<file path="config.mk">
export PLATFORM = sky130hd
export DESIGN_NAME = dice_roll_controller_flat
export DESIGN_NICKNAME = d
export VERILOG_FILES = /design/src/rtl/dice_roll_controller_if.sv /design/src/rtl/dice_roll_controller.sv /design/src/flat_wrapper.sv
export SDC_FILE = /design/constraint.sdc
export NUM_CORES = 1
export LEC_CHECK = 0
export CAP_MARGIN = 20
export CORE_MARGIN = 1
export CORE_UTILIZATION = 55
export DETAILED_ROUTE_END_ITERATION = 8
export GPL_ROUTABILITY_DRIVEN = 0
export PLACE_DENSITY_LB_ADDON = 0.08
export SLEW_MARGIN = 20
export SYNTH_ARGS = -nofsm -noshare
export SYNTH_HDL_FRONTEND = slang
export SYNTH_SLANG_ARGS = --single-unit
</file>
<file path="constraint.sdc">
create_clock -name clk -period 2.7 [get_ports clk]
set_clock_uncertainty 0.2 [all_clocks]
set_input_delay 0.81 -clock clk [delete_from_list [all_inputs] [get_ports clk]]
set_output_delay 0.81 -clock clk [all_outputs]
set_load 0.1 [all_outputs]
</file>
<file path="src/rtl/dice_roll_controller_if.sv">
// Bundles the roll handshake, random-source handshake and display outputs of
// dice_roll_controller. The master side is the controller itself.
interface dice_roll_controller_if;
    logic       roll;
    logic       rand_req;
    logic       rand_ack;
    logic [2:0] rand_val;
    logic       busy;
    logic       player;
    logic [2:0] die1;
    logic [2:0] die2;
    logic       done;
    logic [1:0] an;
    logic [3:0] digit;

    modport master (
        input  roll, rand_ack, rand_val,
        output rand_req, busy, player, die1, die2, done, an, digit
    );

    modport slave (
        output roll, rand_ack, rand_val,
        input  rand_req, busy, player, die1, die2, done, an, digit
    );
endinterface

</file>
<file path="src/rtl/dice_roll_controller.sv">
// Two-player dice roll sequencer. It shares one random source between the players,
// runs a timed tumble per roll, then latches the final value and passes the turn.
// It also multiplexes both digits onto one segment driver, with blanking at each
// slot change.
module dice_roll_controller #(
    parameter int TUMBLE_STEP_CYC = 6_250_000,
    parameter int TUMBLE_STEPS    = 12,
    parameter int REFRESH_CYC     = 62_500,
    parameter int BLANK_CYC       = 1_250
) (
    input  logic                   clk,
    input  logic                   rst_n,
    dice_roll_controller_if.master bus
);
    localparam int GAP_W  = (TUMBLE_STEP_CYC > 1) ? $clog2(TUMBLE_STEP_CYC) : 1;
    localparam int STEP_W = $clog2(TUMBLE_STEPS + 1);
    localparam int REF_W  = (REFRESH_CYC > 1) ? $clog2(REFRESH_CYC) : 1;

    typedef enum logic [1:0] {IDLE, REQ, WAIT, GAP} state_t;

    state_t              state_reg;
    logic [STEP_W-1:0]   step_cnt_reg;
    logic [STEP_W-1:0]   step_cnt_next;
    logic [GAP_W-1:0]    gap_cnt_reg;
    logic [2:0]          tumble_val_reg;
    logic [2:0]          die_reg [2];
    logic                player_reg;
    logic                busy_reg;
    logic                done_reg;
    logic                rand_req_reg;
    logic                rand_ok;

    logic [REF_W-1:0]    slot_cnt_reg;
    logic [REF_W-1:0]    slot_cnt_next;
    logic                slot_reg;
    logic                slot_next;
    logic                blank_next;
    logic [1:0]          an_reg;
    logic [3:0]          digit_reg;
    logic [2:0]          shown_val [2];

    // Values 0 and 7 are not die faces and are thrown away by the tumble.
    assign rand_ok       = (bus.rand_val != 3'd0) && (bus.rand_val != 3'd7);
    assign step_cnt_next = step_cnt_reg + 1'b1;

    // Roll sequencer. The request and the result outputs are registered here.
    always_ff @(posedge clk or negedge rst_n) begin
        if (!rst_n) begin
            state_reg      <= IDLE;
            step_cnt_reg   <= '0;
            gap_cnt_reg    <= '0;
            tumble_val_reg <= '0;
            die_reg[0]     <= '0;
            die_reg[1]     <= '0;
            player_reg     <= 1'b0;
            busy_reg       <= 1'b0;
            done_reg       <= 1'b0;
            rand_req_reg   <= 1'b0;
        end else begin
            done_reg     <= 1'b0;
            rand_req_reg <= 1'b0;
            case (state_reg)
                IDLE: begin
                    if (bus.roll) begin
                        state_reg      <= REQ;
                        busy_reg       <= 1'b1;
                        step_cnt_reg   <= '0;
                        tumble_val_reg <= '0;
                        rand_req_reg   <= 1'b1;
                    end
                end
                REQ: begin
                    state_reg <= WAIT;
                end
                WAIT: begin
                    if (bus.rand_ack) begin
                        if (rand_ok) begin
                            tumble_val_reg <= bus.rand_val;
                            step_cnt_reg   <= step_cnt_next;
                            if (step_cnt_next == STEP_W'(TUMBLE_STEPS)) begin
                                die_reg[player_reg] <= bus.rand_val;
                                done_reg            <= 1'b1;
                                player_reg          <= ~player_reg;
                                busy_reg            <= 1'b0;
                                state_reg           <= IDLE;
                            end else begin
                                gap_cnt_reg <= '0;
                                state_reg   <= GAP;
                            end
                        end else begin
                            // Re-request immediately; the bad value is not a step.
                            rand_req_reg <= 1'b1;
                            state_reg    <= REQ;
                        end
                    end
                end
                GAP: begin
                    if (gap_cnt_reg == GAP_W'(TUMBLE_STEP_CYC - 1)) begin
                        rand_req_reg <= 1'b1;
                        state_reg    <= REQ;
                    end else begin
                        gap_cnt_reg <= gap_cnt_reg + 1'b1;
                    end
                end
                default: state_reg <= IDLE;
            endcase
        end
    end

    // The player being rolled shows the tumble value; the other shows its final die.
    generate
        for (genvar gi = 0; gi < 2; gi++) begin : g_shown
            assign shown_val[gi] = (busy_reg && (player_reg == 1'(gi))) ? tumble_val_reg
                                                                       : die_reg[gi];
        end
    endgenerate

    // Next slot position. The slot toggles when the counter wraps.
    always_comb begin
        slot_cnt_next = slot_cnt_reg + 1'b1;
        slot_next     = slot_reg;
        if (slot_cnt_reg == REF_W'(REFRESH_CYC - 1)) begin
            slot_cnt_next = '0;
            slot_next     = ~slot_reg;
        end
    end

    assign blank_next = (slot_cnt_next < REF_W'(BLANK_CYC));

    // Display scheduler. The digit is loaded only while the anodes are off, so it
    // never changes under a lit digit.
    always_ff @(posedge clk or negedge rst_n) begin
        if (!rst_n) begin
            slot_cnt_reg <= '0;
            slot_reg     <= 1'b0;
            an_reg       <= 2'b00;
            digit_reg    <= 4'd0;
        end else begin
            slot_cnt_reg <= slot_cnt_next;
            slot_reg     <= slot_next;
            an_reg       <= blank_next ? 2'b00 : (slot_next ? 2'b10 : 2'b01);
            if (blank_next) begin
                digit_reg <= {1'b0, shown_val[slot_next]};
            end
        end
    end

    assign bus.rand_req = rand_req_reg;
    assign bus.busy     = busy_reg;
    assign bus.player   = player_reg;
    assign bus.die1     = die_reg[0];
    assign bus.die2     = die_reg[1];
    assign bus.done     = done_reg;
    assign bus.an       = an_reg;
    assign bus.digit    = digit_reg;
endmodule

</file>
<file path="src/flat_wrapper.sv">
// flat-port wrapper written by rule: the top's interface ports become plain ports
module dice_roll_controller_flat 
#(
    parameter int TUMBLE_STEP_CYC = 6_250_000,
    parameter int TUMBLE_STEPS    = 12,
    parameter int REFRESH_CYC     = 62_500,
    parameter int BLANK_CYC       = 1_250
)
  (clk, rst_n, bus_roll, bus_rand_ack, bus_rand_val, bus_rand_req, bus_busy, bus_player, bus_die1, bus_die2, bus_done, bus_an, bus_digit);
  dice_roll_controller_if bus_i ();
  input  logic clk;
  input  logic rst_n;
  input wire logic [$bits(bus_i.roll)-1:0] bus_roll;
  input wire logic [$bits(bus_i.rand_ack)-1:0] bus_rand_ack;
  input wire logic [$bits(bus_i.rand_val)-1:0] bus_rand_val;
  output wire logic [$bits(bus_i.rand_req)-1:0] bus_rand_req;
  output wire logic [$bits(bus_i.busy)-1:0] bus_busy;
  output wire logic [$bits(bus_i.player)-1:0] bus_player;
  output wire logic [$bits(bus_i.die1)-1:0] bus_die1;
  output wire logic [$bits(bus_i.die2)-1:0] bus_die2;
  output wire logic [$bits(bus_i.done)-1:0] bus_done;
  output wire logic [$bits(bus_i.an)-1:0] bus_an;
  output wire logic [$bits(bus_i.digit)-1:0] bus_digit;
  assign bus_i.roll = bus_roll;
  assign bus_i.rand_ack = bus_rand_ack;
  assign bus_i.rand_val = bus_rand_val;
  assign bus_rand_req = bus_i.rand_req;
  assign bus_busy = bus_i.busy;
  assign bus_player = bus_i.player;
  assign bus_die1 = bus_i.die1;
  assign bus_die2 = bus_i.die2;
  assign bus_done = bus_i.done;
  assign bus_an = bus_i.an;
  assign bus_digit = bus_i.digit;
  dice_roll_controller #(.TUMBLE_STEP_CYC(TUMBLE_STEP_CYC), .TUMBLE_STEPS(TUMBLE_STEPS), .REFRESH_CYC(REFRESH_CYC), .BLANK_CYC(BLANK_CYC)) u_core (.clk(clk), .rst_n(rst_n), .bus(bus_i));
endmodule
</file>
After elaboration in Yosys (flattened, before gate mapping). Index checks and enable logic that the tools add are counted.

Output and inout bits: 16. Input port bits: 7. Logic and storage cells: 97. Flip-flop bits (word level): 64.

Magnitude comparators: 4. Muxes and demuxes: 45. Add/subtract/negate cells: 3. Equal/unequal tests: 14. Reductions and logical operators: 13. Bitwise logic cells: 4.

Operators with widths (number): $mux W23 (4); $pmux W23 S2 (1); $mux W3 (9); $add A23 B1 Y23 const B (1); $eq A23 B23 Y1 const B (1); $add A16 B1 Y16 const B (1); $eq A16 B16 Y1 const B (1); $lt A16 B11 Y1 const B (1); $mux W16 (1); $mux W2 (7); $mux W1 (13); $mux W4 (3); $reduce_and A5 Y1 (2); $ne A2 B2 Y1 const B (4); $pmux W2 S4 (1); $pmux W4 S2 (1); $reduce_and A4 Y1 (2); $bwmux W6 (1); $ne A2 B1 Y1 const B (3); $pmux W3 S2 (1); $add A4 B1 Y4 const B (1); $eq A2 B2 Y1 const B (2); $eq A4 B4 Y1 const B (1); $ge A2 B2 Y1 const B (2); 13 further kinds (19).

Longest topological paths before layout. Gate-level depths: netlist of run 1.

Depth in word-level cells: 6. Depth in mapped cells: 9. Depth with buffers taken out: 9.

Worst setup path before layout of run 1. No wires, ideal clock.

Path kind: input port to flip-flop. Start point: input bus_rand_val[2]. End point: register u_core.gap_cnt_reg[14]. Path slack: 0.266 ns. Path buffers: 2. Arrival: 2.106 ns. Cell stages on the path: 7. Data required time: 2.372 ns. Setup time: 0.128 ns. Cell sequence: or3_1 > nand2_1 > o31ai_1 > nand3_1 > clkbuf_1 > buf_2 > o31ai_1.

Word-level cells in the longest chain between the ends: 4. Elaborated cells between the ends (all ways): 5. Classes of those cells: eq/ne (2); reduce/logical (3).

RTL lines: from (decl) (line flat_wrapper.sv:15) `input wire logic [$bits(bus_i.rand_val)-1:0] bus_rand_val;`; $ne A3 B3 Y1 / $reduce_bool A3 Y1 (equally long branches) (line dice_roll_controller.sv:43) `assign rand_ok = (bus.rand_val != 3'd0) && (bus.rand_val != 3'd7);`; $logic_and A1 B1 Y1 (*) (line dice_roll_controller.sv:43); $ne A2 B1 Y1 (no line) (*); $reduce_and A5 Y1 (no line) (*); to (signal assigned) (line dice_roll_controller.sv:102) `gap_cnt_reg <= gap_cnt_reg + 1'b1;`; to (decl) (line dice_roll_controller.sv:24) `logic [GAP_W-1:0] gap_cnt_reg;`.

Mark *: on every way between the ends. The rest lies on a longest branch, timed or not. A chain may end at the register's enable or synchronous reset.

Final worst setup path of run 1.
Start point: input bus_rand_val[2]. End point: register u_core.die_reg (netlist bit u_core.bus.die1[1]).

Word-level cells in the longest chain between the ends: 3. Elaborated cells between the ends (all ways): 4. Classes of those cells: eq/ne (1); reduce/logical (3).

RTL lines: $ne A3 B3 Y1 / $reduce_bool A3 Y1 (equally long branches) (line dice_roll_controller.sv:43); $logic_and A1 B1 Y1 (*) (line dice_roll_controller.sv:43); $reduce_and A4 Y1 (no line) (*); to (signal, indexed assignment) (line dice_roll_controller.sv:81) `die_reg[player_reg] <= bus.rand_val;`; to (decl) (line dice_roll_controller.sv:26) `logic [2:0] die_reg [2];`.

Marked as above.

==> results.md, run 1 <==
- The mean area per synthesized cell is 9.85 sq um.
- The clock reaches the later pin of the worst-skew pair after around 0.34 ns.
- After layout, the worst setup slack is around 0.1 ns.
- The placed wire-length estimate after detailed placement is 4.97 mm.
- In this run the worst setup path begins at bus_rand_val[2].
- The most common flop cell mapped by yosys is dfrtp_1.
- The initial antenna violation count is 0.
- The tree built by TritonCTS fans out to 64 sinks.
- The overall power of the completed layout is ~0.0028 W.
- The required time of the critical path is ~2.7 ns.
- The post-synth design cell area is roughly 3500 sq um.
- The fmax is a little under 0.4 GHz.
- After global routing the overflow that remains totals 0.
- The share of synthesized area occupied by flip-flops and latches is 45.9%.
- During synthesis, Yosys emitted a total of 0 warnings.
- The number of placement rows is 28.
- The switching part of the total is around a third.
- Once the floorplan was initialized, standard cells occupied about 58% of the core.
- The violation count after the first detailed-routing iteration is approximately 120.
- The area occupied by multi-input gates is around 1800 sq um.
- The floorplan step defined a die boundary enclosing 6660 sq um.
- The run finished with clean final reports.
- The post-synthesis to final-layout area growth is 18.7%.
- The clock transition time at the flip-flop clock pins of the worst setup and hold paths is around 0.070 ns.
- The vias after detailed routing is between 2k and 3k.
- The total placed instance area is between 3000 and 4000 sq um.
- After synthesis, the netlist uses a little under 60 different library cells.
- The combinational share of power is 30.8%.
- The number of global-route vias before repair is about 2.6k.
- The core region is between 6000 and 7000 sq um.
- The flip-flop count of the largest register, all copies and words added is 23.
- In the finished design, the share of the clock period the worst path needs comes to a little over nine tenths.
- The share of power burned in registers is roughly two fifths.
- Along the worst path, the maximum fanout reaches 5.
- The routed design could run at a clock period as short as roughly 2.6 ns.
- Synthesis handed over a netlist of 354 instances.
- The total global-route track usage is a little under a quarter.
- The tree is rooted in a clkbuf_8.
- The H-tree was split into 3 levels.
- The worst hold slack after final layout is around 0.25 ns.
- The number of fill cells in the layout is 483.
- In this run the vertical extent of the chip is ~82 microns.
- The clock network is responsible for 30.6% of the overall power.
- The maximum resistive drop on vdd is 0.609 mV.
- The endpoint type of the worst setup path is a flop.
- The worst register-to-register path has a setup slack of 0.16 ns.
- The number of nets in the synthesized netlist is between 300 and 400.
- The count of buffers inserted at the top-level ports is 21.
- The repair_antennas step left the layout with diodes totalling 0.
- For this run, asynchronously set or reset flops after synthesis account for 100%.
- The total length of routed wires is between 7 and 8 mm.
- The first detailed-routing pass took 4 iterations.
- The fraction of final layout cells sized beyond drive strength 1 is a little over a fifth.
- TritonCTS built the clock tree.
- At the worst endpoint, the arrival time is 2.62 ns.
- The total of endpoints with negative setup slack in the final report is 0.
- The top cell types in the final layout, fill and taps aside, are dfrtp_1, buf_4, nand2_1.
- For this design the static power due to leakage is 1.90 nW.
- The launch point of the worst reg-to-reg path is u_core.slot_cnt_reg[0].
- Dividing total power by cell area gives a power density of 680 nW/um^2.
- Entering global routing, the biggest net connects 65 pins.
- The synthesis-stage register bit count is 64.
- Setup repair after global routing could not meet its margin everywhere.
- At the end of the flow, the number of nets in the layout was roughly 410.
- The area used by sequential logic in the layout is ~1600 sq um.
- The total count of max-transition violations in the final report is 0.
- Dividing the detail-routed wire length by the instance count gives between 15 and 20 microns.
- The first global-routing pass estimated between 10 and 15 mm of wire.
- The critical path in this run is classified as input pin to flop.
- Leaving out fill and tap cells, the most frequent cell in the layout is dfrtp_1.
- Timing analysis after detailed placement gives a worst setup slack of -0.450 ns.
- After detailed routing, the number of remaining DRC violations is 0.
- The hold violation total from the final report is 0.
- The maximum count of clock buffers along a single path is 2.
- The switching power total is ~0.00096 W.
- The die span in x is slightly above 80 microns.
- The count of maximum capacitance violations is 0.
- The number of buffers created by CTS is 9.
- Hold repair after CTS inserted 0 buffers.
- The destination of the worst register-to-register timing path is u_core.bus.digit[1].
- The worst setup path is launched from an input pin.
- The path class of the tightest hold or removal check is input pin to asynchronous set/reset pin.
- The synthesized design contains 0 enable-type register cells.
- The final non-filler cell area is 4140 sq um.
- The top-level port count is 23.
- The via count normalized by instance count is slightly below 6.
- The number of routed nets with antenna violations is 0.
- The internal cell power is 0.00186 W.
- The count of cells along the worst register-to-register path is 8.
==> power groups by stage <==
stage / sequential, W / combinational [W] / clock, W
4_1_cts: 0.00109 / 0.000863 / 0.000873
3_3_place_gp: 0.00110 / 0.000842 / 0
2_1_floorplan: 0.00123 / 0.000437 / 0
3_5_place_dp: 0.00110 / 0.000860 / 0
6_report: 0.00109 / 0.000867 / 0.000861
5_1_grt: 0.00110 / 0.000951 / 0.000912
==> critical path: stages <==
cell and delay (ns):
clkdlybuf4s50_1 0.44, or3_1 0.40, nand2_2 0.17, nor3_2 0.07, and3_2 0.25, nor2b_2 0.18, mux2_2 0.30
==> cell type report <==
class,count,share of cell area (%)
multi-input combinational,265,43.5
clock buffer,12,3.99
timing repair buffer,46,9.50
tap,75,2.27
inverter,12,1.09
clock inverter,3,0.968
sequential,64,38.7
==> routing by layer <==
metal	vias to the layer above	wire, microns	global-route usage (%)
li1	1387	-	-
met1	1357	3380	29.9
met2	38	3580	39.7
met3	14	186	4.78
met4	0	132	9.82
met5	-	0	0
==> how the worst max path moves through the flow <==
stage	endpoint	slack (ns)	cells past startpoint
CTS	u_core.bus.die1[1]	0.02	7
detailed placement	u_core.bus.die1[1]	-0.45	7
global route	u_core.step_cnt_reg[3]	-0.004	9
floorplan	u_core.gap_cnt_reg[14]	0.27	7
finish	u_core.bus.die1[1]	0.10	7
global placement	u_core.bus.die1[1]	-0.38	7
==> logic make-up after synthesis <==
group | Yosys count | share of synthesized area [%]
other | 1 | 0.108
buffers and inverters | 25 | 3.26
DFF | 64 | 45.9
muxes | 17 | 5.71
xor gates and xnor gates | 17 | 4.49
and+or+nand+nor | 135 | 21.3
AOI/OAI and AO/OA | 87 | 16.4
adders and majority gates | 8 | 2.87
==> what timing repair did <==
action,CTS,global route
resized for setup,2,5
hold endpoints to repair,0,0
pin swaps,0,1
buffers inserted,0,1
endpoints found under the setup margin,3,30
==> stage by stage <==
stage                     setup TNS (ns)  std cells  util (%)
after floorplan                        0        354         -
after global placement             -7.40        461      64.7
after detailed placement           -9.48        461      64.7
after CTS                              0        476      68.2
after global routing            -0.00352        477      68.7
final                                  0        477      68.7
==> cells in the mapped netlist, types with 2 or more instances <==
master	number	area (sq um)
ha_1	8	100
or3_1	6	37.5
and2_1	4	25.0
o41ai_1	6	52.6
nand3_1	17	85.1
buf_6	2	22.5
inv_1	11	41.3
dfrtp_1	64	1600
nand2_1	35	131
mux2i_1	3	30.0
and3_1	5	31.3
o31ai_1	16	120
a31oi_1	7	43.8
xor2_1	10	87.6
nor2_1	30	113
nor3_1	5	25.0
o21ai_0	30	150
mux2_2	11	124
o21a_1	2	15.0
and4_1	6	52.6
a21o_1	4	30.0
nand4_1	8	50.1
a22o_1	5	43.8
nor2b_1	3	18.8
a211oi_1	2	15.0
clkbuf_1	9	33.8
mux2_4	3	45.0
xnor2_1	6	52.6
a21oi_1	7	35.0
(Power assumes the default switching activity.)
==> run 2, diff against run 1 <==
--- a/config.mk
+++ b/config.mk
@@ -7,7 +7,7 @@
 export LEC_CHECK = 0
 export CAP_MARGIN = 20
 export CORE_MARGIN = 1
-export CORE_UTILIZATION = 55
+export CORE_UTILIZATION = 53
 export DETAILED_ROUTE_END_ITERATION = 8
 export GPL_ROUTABILITY_DRIVEN = 0
 export PLACE_DENSITY_LB_ADDON = 0.08
==> constraint.sdc (replaced) <==
create_clock -name clk -period 2.25 [get_ports clk]
set_clock_uncertainty 0.2 [all_clocks]
set_input_delay 0.675 -clock clk [delete_from_list [all_inputs] [get_ports clk]]
set_output_delay 0.675 -clock clk [all_outputs]
set_load 0.1 [all_outputs]
==> run 2 against run 1 <==
The flow now finishes with violations (setup timing); flip-flop and latch count did not move; register-to-register slack got worse by 0.25 ns; routed wire length rose by 15%; clock power rose by 17%; utilization rose by 7.7 points; setup slack got worse by 0.19 ns; total power rose by 28%; die area rose by 3.7%; count of clock-buffer cells in the layout rose by 2; via count rose by 9.4%.
==> results.md, run 2 (same netlist as run 1, synthesis figures left out) <==
- The antenna cell count is 0 (unchanged).
- The count of cells along the worst register-to-register path is 9 (+1).
- The initial core utilization is 54.9% (-3.0 points).
- The shortest clock period the worst path allows after layout is approximately 2.3 ns.
- The total length of routed wires came to 8.39 mm (+15%).
- The startpoint identified for the worst register-to-register timing path is u_core.slot_cnt_reg[1].
- The number of routed nets with antenna violations was 0 (unchanged).
- The fraction of final layout cells sized beyond drive strength 1 came to 37.1% (+15 points).
- The peak per-stage delay on the critical path is 0.44 ns (about the same).
- The count of maximum capacitance violations is 0 (unchanged).
- The total instance count after detailed placement was 500 (+8.5%).
- The worst hold slack after final layout was 0.127 ns (-0.124 ns).
- The placed wire-length estimate after detailed placement is 5.68 mm (+14%).
- The largest net degree at the start of global routing is 40 (-38%).
- Among all stages on the critical path, the largest delay is contributed by dfrtp_2.
- Based on the critical path, the design can be clocked at up to 0.428 GHz.
- The number of H-tree levels is 3 (unchanged).
- The destination of the worst register-to-register timing path is u_core.bus.digit[0].
- From synthesis to final layout, the design area changed by 39.1%.
- The clock tree from TritonCTS is done.
- The clock transition time at the flip-flop clock pins of the worst setup and hold paths came to 0.07 ns (about the same).
- The kind of cell with the highest combined delay along the critical path is compound AO/OA/AOI/OAI gates.
- The worst setup path startpoint is u_core.slot_cnt_reg[1].
- The largest driver fanout on the critical path is 5 (unchanged).
- The number of stages on the worst setup path came to 9 (+2).
- The vias after detailed routing was 3059 (+9.4%).
- The flow ran to the end, but the final reports show violations.
- The top-level port count is 23 (unchanged).
- The maximum resistive drop on vdd was 0.621 mV (+1.9%).
- The data arrival time of the critical path is 2.38 ns (-0.24 ns).
- The leftover overflow at the end of global routing is 0 (unchanged).
- The checks that failed: setup timing.
- The hold violation total from the final report is 0 (unchanged).
- The critical path goes through ha_4 -> inv_2 -> nor2_4 -> and3_2 -> a31o_1 -> a211oi_2 -> nor4_4 -> buf_4 -> mux2_4.
- The vertical die dimension is 83.1 microns (+1.8%).
- The area occupied by multi-input gates was 1940 sq um (+7.9%).
- The via count normalized by instance count is 5.74 (-2.1%).
- The final layout net count came to 466 (+13%).
- The required time of the critical path was 2.29 ns (-0.43 ns).
- The top cell types in the final layout, fill and taps aside, are buf_4, dfrtp_1, nand2_1.
- The number of buffers added to fix hold violations after cts is 0 (unchanged).
- The insertion delay to the later sink of the worst-skew pair is 0.34 ns (about the same).
- The count of buffers inserted at the top-level ports was 21 (unchanged).
- The clock tree root driver cell is clkbuf_8.
- The violation count after the first detailed-routing iteration came to 143 (+15%).
- The standby leakage power was 2.21 nW (+17%).
- The per-cell routed wire length is 15.7 microns (+3.1%).
- The total of endpoints with negative setup slack in the final report is 3 (+3).
- The core box area came to 6350 sq um (+5.4%).
- The number of global-route vias before repair came to 3044 (+15%).
- The wire length of the first global-routing pass is 14.2 mm (+17%).
- The number of standard cells in the final layout excluding fillers is 533 (+12%).
- The number of buffers created by CTS was 9 (unchanged).
- The flip-flop count of the largest register, all copies and words added was 23 (unchanged).
- The total count of max-transition violations in the final report is 0 (unchanged).
- The clock sink count was 64 (unchanged).
- The total global-route track usage came to 25.6% (+1.9 points).
- The number of fill cells in the layout is 440 (-8.9%).
- Setup repair after global routing could not meet its margin everywhere.
- The area enclosed by the die boundary is 6910 sq um (+3.7%).
- By startpoint and endpoint, the worst setup path is classified as flop to flop.
- The termination of the worst setup path is u_core.bus.digit[0].
- The maximum count of clock buffers along a single path is 2 (unchanged).
- The total placed instance area is 4380 sq um (+12%).
- The worst path buffer plus inverter count is 2 (+1).
- The most common cell after layout, fill and taps aside is buf_4.
- The die span in x is 83.1 microns (+1.8%).
- The number of iterations in the first detailed-routing pass is 4 (unchanged).
- The type of the most critical hold path is input pin to asynchronous set/reset pin.
- The number of placement rows is 29 (+3.6%).
- The core occupancy in the finished layout is 76.4% (+7.7 points).
- The final routed DRC violation total came to 0 (unchanged).
- The ratio of total power to cell area is 742 nW/um^2 (+9.0%).
- The initial antenna violation count came to 0 (unchanged).
- The endpoint type of the worst setup path is a flop.
- The worst-case register-to-register setup slack is -0.09 ns (-0.25 ns).
- The setup TNS is -0.265 ns (-0.265 ns).
- The worst-case setup margin in the final layout is -0.0889 ns (-0.189 ns).
- The post-route clock period utilization is 104%.
- The area used by sequential logic in the layout is 1610 sq um (+0.55%).
- STA classifies the critical path startpoint as a flop.
- The final non-filler cell area was 4850 sq um (+17%).
[run 2: metal layers]
| metal | up-vias | global-route usage (%) | wire length, microns | share of wire [%] |
|---|---|---|---|---|
| met3 | 12 | 5.07 | 242 | 2.9 |
| met2 | 53 | 42.8 | 4310 | 51 |
| met5 | - | 0 | 0 | 0 |
| met1 | 1500 | 33.0 | 3700 | 44 |
| met4 | 0 | 9.40 | 133 | 1.6 |
| li1 | 1494 | - | - | - |
[run 2: worst min path at each step]
stage / start / end / slack, ns / depth (start not counted)
5_1_grt: rst_n / u_core.slot_cnt_reg[4] / 0.15 / 2
6_report: rst_n / u_core.slot_cnt_reg[6] / 0.13 / 2
2_1_floorplan: rst_n / u_core.bus.an[0] / 0.18 / 0
4_1_cts: rst_n / u_core.slot_cnt_reg[6] / 0.13 / 2
3_5_place_dp: u_core.gap_cnt_reg[12] / u_core.gap_cnt_reg[12] / 0.28 / 1
3_3_place_gp: u_core.gap_cnt_reg[12] / u_core.gap_cnt_reg[12] / 0.28 / 1
[run 2: report_power, final]
group / switching, W / total (W) / internal [W]
clock: 0.000438 / 0.00101 / 0.000574
sequential: 0.0000744 / 0.00130 / 0.00123
combinational: 0.000710 / 0.00128 / 0.000570
[run 2: area by class of cell]
cell class                      count  area share (%)
Clock buffer                       14            3.35
Clock inverter                      2           0.774
Inverter                           12           0.929
Multi-Input combinational cell    265            40.0
Sequential cell                    64            33.2
Tap cell                           77            1.99
Timing Repair Buffer               99            19.7
[run 2: timing repair]
item / in CTS / in global routing
gates cloned: 0 / 1
pin swaps: 12 / 12
gates resized for setup: 21 / 30
setup buffers: 7 / 9
endpoints found under the setup margin: 39 / 35
[run 2: through the flow]
stage | power, W | setup slack (ns)
after floorplan | 0.00201 | -0.0669
after global placement | 0.00245 | -0.629
after detailed placement | 0.00247 | -0.641
after CTS | 0.00355 | -0.120
after global routing | 0.00378 | -0.177
final | 0.00360 | -0.0889
==> run 3, diff against run 2 <==
--- a/config.mk
+++ b/config.mk
@@ -10,7 +10,7 @@
 export CORE_UTILIZATION = 53
 export DETAILED_ROUTE_END_ITERATION = 8
 export GPL_ROUTABILITY_DRIVEN = 0
-export PLACE_DENSITY_LB_ADDON = 0.08
+export PLACE_DENSITY = 0.87
 export SLEW_MARGIN = 20
 export SYNTH_ARGS = -nofsm -noshare
 export SYNTH_HDL_FRONTEND = slang
==> run 3 against run 2 <==
The flow still finishes with violations (setup timing); first-iteration DRC count is 120% higher; fmax fell by 3.0%; sequential share of layout area hardly changed; count of clock-buffer cells in the layout decreased by 2; cell area decreased by 0.28%; clock power is 13% lower; combinational power up 19%; total power increased by 3.5%; critical endpoint is now u_core.bus.digit[1].
==> results.md, run 3 (same netlist as run 1, synthesis figures left out) <==
- The library cell used most frequently in the layout, excluding fill and tap cells, is buf_4.
- The total count of max-transition violations in the final report came to 0 (unchanged).
- The total placed instance area is 4320 sq um (-1.3%).
- The top-level port count was 23 (unchanged).
- The worst-case setup margin in the final layout is -0.160 ns (-0.0715 ns).
- The number of buffers created by CTS is 9 (unchanged).
- The critical path in this run is classified as flop to flop.
- Setup repair after global routing could not meet its margin everywhere.
- The shortest clock period the worst path allows after layout is 2.41 ns (+0.0715 ns).
- The initial core utilization is 54.9% (unchanged).
- The clock transition time at the flip-flop clock pins of the worst setup and hold paths is 0.07 ns (about the same).
- In this run the worst hold path is classified as input pin to asynchronous set/reset pin.
- The worst-case register-to-register setup slack is -0.16 ns (-0.07 ns).
- The final non-filler cell area is 4840 sq um (-0.28%).
- The post-route clock period utilization is 107% (+3.2 points).
- The final layout net count came to 459 (-1.5%).
- The antenna cell count came to 0 (unchanged).
- The total global-route track usage came to 31.7% (+6.1 points).
- The number of routed nets with antenna violations came to 0 (unchanged).
- The clock tree root driver cell is clkbuf_8.
- The total length of routed wires is 11.1 mm (+32%).
- The total of endpoints with negative setup slack in the final report is 21 (+18).
- The maximum resistive drop on vdd came to 1.06 mV (+71%).
- The launch point of the worst reg-to-reg path is u_core.slot_cnt_reg[1].
- The largest driver fanout on the critical path is 6 (+1).
- The fraction of final layout cells sized beyond drive strength 1 is 37.9% (+0.83 points).
- The overall power of the completed layout is 0.00372 W (+3.5%).
- The final routed DRC violation total is 0 (unchanged).
- The maximum count of clock buffers along a single path is 2 (unchanged).
- The count of maximum capacitance violations came to 0 (unchanged).
- The number of iterations in the first detailed-routing pass is 5 (+1).
- The vias after detailed routing came to 3455 (+13%).
- For the pin with the worst max-slew slack, the measured transition is about 0.54 ns.
- The clock tree from TritonCTS is done.
- The via count normalized by instance count was 6.61 (+15%).
- The violation count after the first detailed-routing iteration came to 313 (+120%).
- The clock sink count came to 64 (unchanged).
- The number of H-tree levels is 3 (unchanged).
- The standby leakage power is 2.19 nW (-0.83%).
- The vertical die dimension came to 83.1 microns (unchanged).
- The wire length of the first global-routing pass was 17.3 mm (+22%).
- The number of placement rows was 29 (unchanged).
- The post-place setup slack came to -0.597 ns (+0.0434 ns).
- The count of buffers inserted at the top-level ports is 21 (unchanged).
- The insertion delay to the later sink of the worst-skew pair is 0.35 ns (about the same).
- The core box area is 6350 sq um (unchanged).
- The area enclosed by the die boundary is 6910 sq um (unchanged).
- The hold violation total from the final report was 0 (unchanged).
- In the layout the commonest cells are buf_4, dfrtp_1, nand2_1.
- The initial antenna violation count was 0 (unchanged).
- The endpoint type of the worst setup path is a flop.
- The leftover overflow at the end of global routing came to 0 (unchanged).
- The destination of the worst register-to-register timing path is u_core.bus.digit[1].
- The largest net degree at the start of global routing is 52 (+30%).
- The worst hold slack after final layout was 0.0229 ns (-0.104 ns).
- The count of cells along the worst register-to-register path is 9 (unchanged).
- Measured against its own limit, the worst slew margin works out to about 64%.
- The ratio of total power to cell area is 770 nW/um^2 (+3.8%).
- The post-synthesis to final-layout area growth is 38.7%.
- The placed wire-length estimate after detailed placement is 5.95 mm (+4.9%).
- The die span in x is 83.1 microns (unchanged).
- The fmax is 0.415 GHz (-3.0%).
- The flip-flop count of the largest register, all copies and words added was 23 (unchanged).
- The number of buffers added to fix hold violations after cts was 0 (unchanged).
- The data arrival time of the critical path is 2.45 ns (+0.07 ns).
- The run finished, with violations left.
- The startpoint type of the worst setup path is a flop.
- The per-cell routed wire length is 21.2 microns (+34%).
- The checks that failed: setup timing.
- The required time of the critical path is 2.29 ns (about the same).
- The number of global-route vias before repair is 3549 (+17%).
run 3: power by group:
| group | leakage [nW] | switching, W | internal (W) |
|---|---|---|---|
| Combinational | 1.25 | 0.000835 | 0.000682 |
| Clock | 0.0842 | 0.000434 | 0.000440 |
| Sequential | 0.863 | 0.0000988 | 0.00123 |
run 3: final cells by class:
cell class | count | area (sq um)
Timing Repair Buffer | 92 | 943
Clock inverter | 1 | 5.00
Sequential cell | 64 | 1610
Tap cell | 77 | 96.3
Inverter | 12 | 45.0
Fill cell | 335 | 1510
Clock buffer | 12 | 155
Multi-Input combinational cell | 265 | 1980
run 3: routing by layer:
metal,up-vias,GRT usage (%),part of all wire [%]
met3,80,8.75,6.8
met4,0,16.5,6.5
met2,226,53.6,51
met5,-,0,0
li1,1481,-,-
met1,1668,36.8,36
run 3: what timing repair did:
action	4_1_cts	5_1_grt
pin swaps	10	10
resized for setup	34	31
buffers inserted	9	8
setup endpoints to repair	39	41
cloned	2	0
run 3: worst max-delay path, cell delays in order, from the launching register on:
cell and delay, ns:
dfrtp_2 0.45, ha_4 0.19, inv_1 0.12, nor2_4 0.08, and3_2 0.22, a31o_1 0.21, a211oi_2 0.30, nor4_4 0.06
buf_4 0.17, mux2_4 0.29
run 3: worst max-delay path by stage:
stage,start,endpoint,slack [ns]
floorplan,u_core.slot_cnt_reg[0],u_core.bus.digit[0],-0.07
global placement,bus_rand_val[0],u_core.bus.die1[0],-0.53
detailed placement,bus_rand_val[0],u_core.bus.die1[2],-0.60
CTS,u_core.slot_cnt_reg[0],u_core.bus.digit[2],-0.13
global route,u_core.slot_cnt_reg[6],u_core.bus.digit[2],-0.29
finish,u_core.slot_cnt_reg[1],u_core.bus.digit[1],-0.16
run 3: stage by stage:
stage                     TNS, ns  cells  utilization [%]
final                       -1.52    523             76.2
after global routing        -3.65    523             76.2
after CTS                  -0.351    515             74.2
after detailed placement   -20.90    491             68.1
after global placement     -18.01    491             68.1
after floorplan            -0.201    354                -
